## config.mk

```make
export PLATFORM = sky130hd
export DESIGN_NAME = hv_timing_gen
export DESIGN_NICKNAME = d
export VERILOG_FILES = /design/src/rtl/hv_timing_gen.sv
export SDC_FILE = /design/constraint.sdc
export NUM_CORES = 1
export LEC_CHECK = 0
export BUFFER_PORTS_ARGS = -buffer_cell sky130_fd_sc_hd__buf_2
export CAP_MARGIN = 5
export CORE_MARGIN = 1.5
export CORE_UTILIZATION = 57
export CTS_BUF_LIST = sky130_fd_sc_hd__clkbuf_16
export DETAILED_ROUTE_END_ITERATION = 12
export GPL_TIMING_DRIVEN = 0
export HOLD_SLACK_MARGIN = 0.12
export PLACE_DENSITY = 0.86
export REMOVE_ABC_BUFFERS = 1
export SYNTH_ARGS = -nofsm -noshare
export SYNTH_HDL_FRONTEND = slang
export SYNTH_SLANG_ARGS = --single-unit
```

## constraint.sdc

```tcl
create_clock -name PCLK -period 5.3 [get_ports PCLK]
set_input_delay 0.53 -clock PCLK [delete_from_list [all_inputs] [get_ports PCLK]]
set_output_delay 0.53 -clock PCLK [all_outputs]
set_load 0.005 [all_outputs]
```

## src/rtl/hv_timing_gen.sv

```systemverilog
// Raster timing generator: H/V counters, blanking, offset-adjustable sync,
// frame strobe and blanked RGB, all advancing on the pixel clock enable.
module hv_timing_gen #(
  parameter int unsigned HW        = 9,
  parameter int unsigned VW        = 9,
  parameter int unsigned CW        = 12,
  parameter int unsigned H_TOTAL   = 394,
  parameter int unsigned HB_START  = 297,
  parameter int unsigned HS_START  = 297,
  parameter int unsigned HS_END    = 321,
  parameter int unsigned V_TOTAL   = 263,
  parameter int unsigned VB_START  = 223,
  parameter int unsigned VS_START  = 226,
  parameter int unsigned VS_END    = 233,
  parameter int unsigned MASK_LEFT = 2,
  parameter bit          SYNC_POL  = 1'b0
) (
  input  logic          PCLK,
  input  logic          RESET,
  input  logic          CE,
  input  logic [3:0]    HOFS,
  input  logic [3:0]    VOFS,
  input  logic [CW-1:0] iRGB,
  output logic [HW-1:0] HPOS,
  output logic [VW-1:0] VPOS,
  output logic [CW-1:0] oRGB,
  output logic          HBLK,
  output logic          VBLK,
  output logic          HSYN,
  output logic          VSYN,
  output logic          FRAME
);

  localparam int unsigned HXW = HW + 1;
  localparam int unsigned VXW = VW + 1;

  logic [HW-1:0]  hcnt_q, hcnt_d;
  logic [VW-1:0]  vcnt_q, vcnt_d;
  logic           hblk_q, hblk_d;
  logic           vblk_q, vblk_d;
  logic           hsyn_q, hsyn_d;
  logic           vsyn_q, vsyn_d;
  logic           frame_q, frame_d;
  logic [CW-1:0]  rgb_q, rgb_d;
  logic [3:0]     hofs_q, hofs_d;
  logic [3:0]     vofs_q, vofs_d;

  logic [HXW-1:0] hs_s, hs_e;
  logic [VXW-1:0] vs_s, vs_e;
  logic           h_last, v_last, frame_wrap;

  // Effective sync positions from the offsets latched at the last frame wrap
  always_comb begin
    hs_s = HXW'(HS_START) + {{(HXW-4){hofs_q[3]}}, hofs_q};
    hs_e = HXW'(HS_END)   + {{(HXW-4){hofs_q[3]}}, hofs_q};
    vs_s = VXW'(VS_START) + {{(VXW-4){vofs_q[3]}}, vofs_q};
    vs_e = VXW'(VS_END)   + {{(VXW-4){vofs_q[3]}}, vofs_q};
    h_last     = (hcnt_q == HW'(H_TOTAL - 1));
    v_last     = (vcnt_q == VW'(V_TOTAL - 1));
    frame_wrap = h_last & v_last;
  end

  always_comb begin
    hcnt_d  = hcnt_q + HW'(1);
    vcnt_d  = vcnt_q;
    hblk_d  = hblk_q;
    vblk_d  = vblk_q;
    hsyn_d  = hsyn_q;
    vsyn_d  = vsyn_q;
    frame_d = frame_wrap;
    hofs_d  = frame_wrap ? HOFS : hofs_q;
    vofs_d  = frame_wrap ? VOFS : vofs_q;

    if (hcnt_q == HW'(HB_START))  hblk_d = 1'b1;
    if ({1'b0, hcnt_q} == hs_s)   hsyn_d = SYNC_POL;
    if ({1'b0, hcnt_q} == hs_e)   hsyn_d = ~SYNC_POL;

    if (h_last) begin
      hcnt_d = '0;
      hblk_d = 1'b0;
      hsyn_d = ~SYNC_POL;
      // Line step: same trigger ordering as horizontal, deassert wins on overlap
      vcnt_d = vcnt_q + VW'(1);
      if (vcnt_q == VW'(VB_START)) vblk_d = 1'b1;
      if ({1'b0, vcnt_q} == vs_s)  vsyn_d = SYNC_POL;
      if ({1'b0, vcnt_q} == vs_e)  vsyn_d = ~SYNC_POL;
      if (v_last) begin
        vcnt_d = '0;
        vblk_d = 1'b0;
        vsyn_d = ~SYNC_POL;
      end
    end

    // Blanking uses pre-edge state, giving the one-pixel skew of the original
    if (hblk_q || vblk_q || (hcnt_q < HW'(MASK_LEFT))) rgb_d = '0;
    else                                               rgb_d = iRGB;
  end

  always_ff @(posedge PCLK or posedge RESET) begin
    if (RESET) begin
      hcnt_q  <= '0;
      vcnt_q  <= '0;
      hblk_q  <= 1'b1;
      vblk_q  <= 1'b1;
      hsyn_q  <= ~SYNC_POL;
      vsyn_q  <= ~SYNC_POL;
      frame_q <= 1'b0;
      rgb_q   <= '0;
      hofs_q  <= '0;
      vofs_q  <= '0;
    end else if (CE) begin
      hcnt_q  <= hcnt_d;
      vcnt_q  <= vcnt_d;
      hblk_q  <= hblk_d;
      vblk_q  <= vblk_d;
      hsyn_q  <= hsyn_d;
      vsyn_q  <= vsyn_d;
      frame_q <= frame_d;
      rgb_q   <= rgb_d;
      hofs_q  <= hofs_d;
      vofs_q  <= vofs_d;
    end
  end

  assign HPOS  = hcnt_q;
  assign VPOS  = vcnt_q;
  assign oRGB  = rgb_q;
  assign HBLK  = hblk_q;
  assign VBLK  = vblk_q;
  assign HSYN  = hsyn_q;
  assign VSYN  = vsyn_q;
  assign FRAME = frame_q;

endmodule

```

==> results of run 1 <==
-- placed cells by master, fill, tap and decap left out, types with 8 or more instances in the layout --
master | synthesis | layout
buf_2 | 4 | 57
dfrtp_1 | 39 | 39
ha_1 | 9 | 9
inv_1 | 19 | 19
mux2_2 | 8 | 8
nand2_1 | 30 | 30
nand3_1 | 8 | 8
nor2_1 | 14 | 14
o21ai_0 | 22 | 22
xnor2_1 | 18 | 18
xor2_1 | 13 | 13
-- Yosys cell counts (2+ instances only) --
| cell | instances |
|---|---|
| a31oi_1 | 2 |
| and2_1 | 2 |
| buf_2 | 4 |
| clkbuf_1 | 8 |
| dfrtp_1 | 39 |
| dfstp_2 | 4 |
| ha_1 | 9 |
| inv_1 | 19 |
| mux2_2 | 8 |
| nand2_1 | 30 |
| nand3_1 | 8 |
| nand3b_1 | 3 |
| nand4_1 | 6 |
| nor2_1 | 14 |
| nor3_1 | 6 |
| nor4_1 | 2 |
| o21ai_0 | 22 |
| o21ai_1 | 2 |
| or3_1 | 2 |
| or4_1 | 2 |
| xnor2_1 | 18 |
| xor2_1 | 13 |
-- routing by layer --
layer  global-route usage [%]  vias to the layer above  wire, um
li1                         -                      907         -
met1                    29.24                      861      1976
met2                    39.38                       67      2306
met3                    7.770                       11       287
met4                    8.673                        0       103
met5                        0                        -         0
-- through the flow --
step | power, uW | setup slack, ns
after floorplan | 552.3 | 3.452
after global placement | 624.6 | 3.122
after detailed placement | 639.8 | 3.080
after CTS | 932.5 | 3.178
after global routing | 981.3 | 3.093
final | 927.9 | 3.171
-- sequential cells by signal, summed over array words and instances, names as in the netlist, 4 cells and up --
signal / cells
hofs_q: 4
vofs_q: 4
VPOS: 9
oRGB: 12
HPOS: 9
-- kinds of logic after synthesis --
kind of cell | count (synthesis) | share of synthesized area [%]
adders and majority gates | 9 | 4.878
muxes | 8 | 3.903
xor gates and xnor gates | 31 | 11.76
DFF | 43 | 46.83
buffers and inverters | 32 | 5.745
and+or+nand+nor | 83 | 19.24
AOI/OAI and AO/OA | 32 | 7.643
-- report_power, final --
part | total [uW] | switching (uW) | leakage, uW | internal (uW)
logic | 187 | 92.3 | 0.000760 | 94.7
clock network | 293 | 121 | 0.0000710 | 172
registers | 448 | 79.7 | 0.000546 | 369
total | 928 | 293 | 0.00138 | 635
-- worst register-to-register path: stages (launching register included) --
cell	delay [ns]
dfrtp_1	0.52
nor4_4	0.44
and4_2	0.49
nand2_2	0.23
mux2_2	0.32
-- layout make-up --
class                      count  share of cell area, %
clock inverter                 3                 0.5950
multi-input combinational    163                  40.05
tap                           48                  2.197
inverter                      19                  2.609
timing repair buffer          57                  10.43
sequential                    43                  39.54
clock buffer                   5                  4.577
-- how the worst min path moves through the flow --
stage	to	slack (ns)	startpoint
after floorplan	VSYN$_DFFE_PP1P_	0.48	VSYN$_DFFE_PP1P_
final	VPOS[8]$_DFFE_PP0P_	0.41	RESET
after detailed placement	VSYN$_DFFE_PP1P_	0.49	VSYN$_DFFE_PP1P_
after CTS	oRGB[5]$_DFFE_PP0P_	0.45	RESET
after global placement	VSYN$_DFFE_PP1P_	0.48	VSYN$_DFFE_PP1P_
after global routing	oRGB[9]$_DFFE_PP0P_	0.46	iRGB[9]
==> out/results.txt, run 1 <==
Status: complete, no violations
Hold Vio Cnt, Final: 0
Hold Path Class: primary input to asynchronous set/reset pin
Most used DFF post-synth: dfrtp_1
Sequential fraction of the synthesis area: 46.83%
Cells after synthesis: 238
Reg-to-Reg End: vofs_q[3]$_DFFE_PP0P_
Crit-path cells: nor4_4, and4_2, nand2_2, mux2_2
Levels on crit path: 4
Arrival time worst endpoint: 2.30 ns
Crit end category: flop
Yosys warning total: 0
Yosys cell types: 37
Bufs and invs on worst path: 0
Max_cap viols: 0
Post-route cell area: 2734 um2
CP max-delay cell: dfrtp_1
Kind of cell adding the most delay to the critical path: simple AND/OR/NAND/NOR gates
Lkg Pwr: 0.001377 uW
Final worst-path cycle share: 40.16%
CTS tree: yes
Post CTS Setup Buffer Count: 0
Hpwl dp: 3307 um
Yosys top cell by area: dfrtp_1
Initial Util: 61.21%
ANT cells: 0
Worst Setup Start Kind: flop
Multi-input gate area: 1095 um2
# clock sinks: 43
Ports: 58
WP data required: 5.47 ns
# DRC: 0
FF+latch area: 1081 um2
Filler Cell Count: 291
Inst Count DP: 330
RSZ-0062 raised after global routing: no
CTS Buffer Depth: 2
Final ANT Viol Nets: 0
Die area: 4441 um2
Hold_buf cts: 0
Routed WL: 4674 um
Die height: 66.64 um
Yosys reg bits: 43
# setup viols final: 0
Crit-path max cell delay: 0.52 ns
Fin util: 72.50%
Std-Cell Rows: 22
R2R setup slack: 3.17 ns
GPL Wtd Cong: 0.8311
Area Overhead vs Synth: 18.43%
Skew-Pair Late Insertion Delay: 0.29 ns
Share of the synthesized area in the top cell type: 42.28%
Initial antenna violation count: 0
Worst Path Max Fanout: 15
Post-synth ARST share: 100.0%
Global-route wire length before repair: 7810 um
PwrDens: 339.4 nW/um2
Post-Layout Cell Count: 338
Num CTS Buffers: 5
Worst setup startpoint: HPOS[4]$_DFFE_PP0P_
Final min period: 2.129 ns
Upper clock frequency limit: 0.4698 GHz
Worst Setup EP: vofs_q[3]$_DFFE_PP0P_
Max VDD drop: 385.8 uV
Die Wd: 66.64 um
CTS resizes: 0
TNS Setup: 0 ns
Slew Limit Fails: 0
Crit path kind: flop to flop
Layout cells sized above 1: 27.93%
Max-slew headroom: 42.03%
Number of global-route vias before repair: 1752
Via-to-Cell Ratio: 5.462
Drt first-iter violations: 87
Final setup skew: 0.005745 ns
Post-synth EDFFs: 0
Root buf cell: clkbuf_16
RR Startpoint: HPOS[4]$_DFFE_PP0P_
Mean Syn Cell Area: 9.699 um2
Vias post-DR: 1846
Clock Pin Slew Worst Setup and Hold Paths: 0.06 ns
WHS: 0.4139 ns
H-tree levels: 2
Worst slew pin tran: 0.8696 ns
Synth top area cells: dfrtp_1, xnor2_1, xor2_1
Gr ovfl total: 0
Pin count of the biggest net entering global routing: 44
Worst reg2reg path depth: 4
Mapped Area: 2308 um2
Final #Nets: 321
Placed Instance Area: 2592 um2
PortBufs: 57
Core Region: 3771 um2
DR WL/cell: 13.83 um
TritonRoute pass-1 iters: 4
Gr usage total: 23.89%
(Power assumes the default switching activity.)
==> inputs of run 2 (changes only) <==
--- a/config.mk
+++ b/config.mk
@@ -8,12 +8,12 @@
 export BUFFER_PORTS_ARGS = -buffer_cell sky130_fd_sc_hd__buf_2
 export CAP_MARGIN = 5
 export CORE_MARGIN = 1.5
-export CORE_UTILIZATION = 57
+export CORE_UTILIZATION = 53
 export CTS_BUF_LIST = sky130_fd_sc_hd__clkbuf_16
 export DETAILED_ROUTE_END_ITERATION = 12
 export GPL_TIMING_DRIVEN = 0
 export HOLD_SLACK_MARGIN = 0.12
-export PLACE_DENSITY = 0.86
+export PLACE_DENSITY = 0.81
 export REMOVE_ABC_BUFFERS = 1
 export SYNTH_ARGS = -nofsm -noshare
 export SYNTH_HDL_FRONTEND = slang
==> constraint.sdc (replaced) <==
create_clock -name PCLK -period 2.17 [get_ports PCLK]
set_input_delay 0.217 -clock PCLK [delete_from_list [all_inputs] [get_ports PCLK]]
set_output_delay 0.217 -clock PCLK [all_outputs]
set_load 0.005 [all_outputs]
==> out/results.txt, run 2 (same netlist as run 1, synthesis figures left out) <==
Status: complete, no violations
CTS tree: yes
Global-route wire length before repair: 7921 um
Max-slew headroom: 37.64%
Clk pwr share: 31.8%
Post CTS Setup Buffer Count: 0
PortBufs: 57
PwrDens: 825.7 nW/um2
Number of global-route vias before repair: 1716
Root buf cell: clkbuf_16
Filler Cell Count: 348
Vias post-DR: 1801
ANT cells: 0
RR Startpoint: HPOS[4]$_DFFE_PP0P_
Std-Cell Rows: 23
Ports: 58
Worst slew pin tran: 0.9353 ns
Die Wd: 69.00 um
Int Pwr: 1552 uW
Hold Path Class: primary input to asynchronous set/reset pin
# clock sinks: 43
Area Overhead vs Synth: 18.59%
Reg power frac: 48.5%
Reg-to-Reg End: VSYN$_DFFE_PP1P_
Worst Setup Start Kind: flop
RSZ-0062 raised after global routing: no
Final setup skew: 0.005368 ns
Gr ovfl total: 0
Initial antenna violation count: 0
Wl on met1: 2021 um
DR WL/cell: 13.89 um
# DRC: 0
H-tree levels: 2
Worst Path Max Fanout: 10
Combinational Power Share: 19.7%
Final ANT Viol Nets: 0
Upper clock frequency limit: 0.4948 GHz
Die area: 4760 um2
Largest register FFs: 12
Final worst-path cycle share: 93.13%
Hold Vio Cnt, Final: 0
R2R setup slack: 0.15 ns
Gr usage total: 22.82%
Lkg Pwr: 0.001379 uW
Core Region: 4086 um2
Routed wl met3: 196 um
WL met2: 2441 um
TNS Setup: 0 ns
Layout cells sized above 1: 27.59%
Worst reg2reg path depth: 5
Num CTS Buffers: 5
Routed WL: 4722 um
Max_cap viols: 0
Clock Pin Slew Worst Setup and Hold Paths: 0.06 ns
TritonRoute pass-1 iters: 4
Most frequent cells in the layout: buf_2, dfrtp_1, nand2_1
Switching pwr: 708.0 uW
Initial Util: 56.49%
Crit end category: flop
Via-to-Cell Ratio: 5.297
Sw Share: 31.32%
WP data required: 2.38 ns
Final #Nets: 321
Crit path kind: flop to flop
Final min period: 2.021 ns
Commonest non-fill, non-tap cell in the layout: buf_2
DR top layer: met4
Max VDD drop: 522.5 uV
CTS Buffer Depth: 2
Die height: 69.00 um
# setup viols final: 0
GPL Wtd Cong: 0.8468
Fin util: 66.99%
Hpwl dp: 3382 um
Arrival time worst endpoint: 2.23 ns
Drt first-iter violations: 114
Slew Limit Fails: 0
Pin count of the biggest net entering global routing: 44
Skew-Pair Late Insertion Delay: 0.29 ns
run 2: cell types whose count changed in the layout (fill, tap and decap cells not counted), sizes merged:
| cell | before | now |
|---|---|---|
| clkinv | 1 | 2 |
| clkinvlp | 1 | 0 |
run 2: worst max-delay path, stage by stage, from the launching register on:
cell and delay [ns]:
dfrtp_1 0.52, nor4_4 0.43, nand4_4 0.22, or4_1 0.57
o21ai_1 0.13, o21ai_1 0.08
run 2: layout make-up:
class | instances | area, um2 | share of cell area (%)
tap | 50 | 62.56 | 2.285
clock buffer | 5 | 125.1 | 4.570
multi-input combinational | 163 | 1096 | 40.04
clock inverter | 3 | 16.27 | 0.5941
sequential | 43 | 1081 | 39.49
inverter | 19 | 71.32 | 2.605
timing repair buffer | 57 | 285.3 | 10.42
run 2: how the worst max path moves through the flow:
stage | from | to | slack [ns] | cells after the start
4_1_cts | HPOS[4]$_DFFE_PP0P_ | vofs_q[2]$_DFFE_PP0P_ | 0.07 | 4
5_1_grt | HPOS[4]$_DFFE_PP0P_ | VSYN$_DFFE_PP1P_ | 0.02 | 5
3_5_place_dp | HPOS[4]$_DFFE_PP0P_ | vofs_q[2]$_DFFE_PP0P_ | 0.08 | 4
6_report | HPOS[4]$_DFFE_PP0P_ | VSYN$_DFFE_PP1P_ | 0.15 | 5
2_1_floorplan | HPOS[4]$_DFFE_PP0P_ | hofs_q[0]$_DFFE_PP0P_ | 0.32 | 4
3_3_place_gp | HPOS[4]$_DFFE_PP0P_ | vofs_q[3]$_DFFE_PP0P_ | 0.12 | 4
run 2: metal layers:
layer  up-vias  global-route usage (%)
li1        903                       -
met1       851                   27.89
met2        42                   39.06
met3         5                   5.682
met4         0                   8.088
met5         -                       0
run 2: what timing repair did:
action	in CTS	in global routing
setup endpoints to repair	0	9
hold buffers	0	0
resized for setup	0	1
run 2: power groups by stage:
stage          sequential [uW]  clock, uW  combinational, uW
2_1_floorplan             1070          0                275
3_3_place_gp              1100          0                430
3_5_place_dp              1110          0                450
4_1_cts                   1100        737                453
5_1_grt                   1120        762                508
6_report                  1100        719                446
run 2: stage by stage:
step | std cells | area (um2) | total power, uW | hold WS, ns | setup slack [ns]
3_5_place_dp | 332 | 2595 | 1557 | 0.4278 | 0.08313
5_1_grt | 340 | 2738 | 2388 | 0.1517 | 0.02326
3_3_place_gp | 332 | 2595 | 1530 | 0.4227 | 0.1157
6_report | 340 | 2738 | 2260 | 0.1110 | 0.1490
2_1_floorplan | 225 | 2247 | 1349 | 0.3061 | 0.3220
4_1_cts | 340 | 2736 | 2286 | 0.1303 | 0.06817
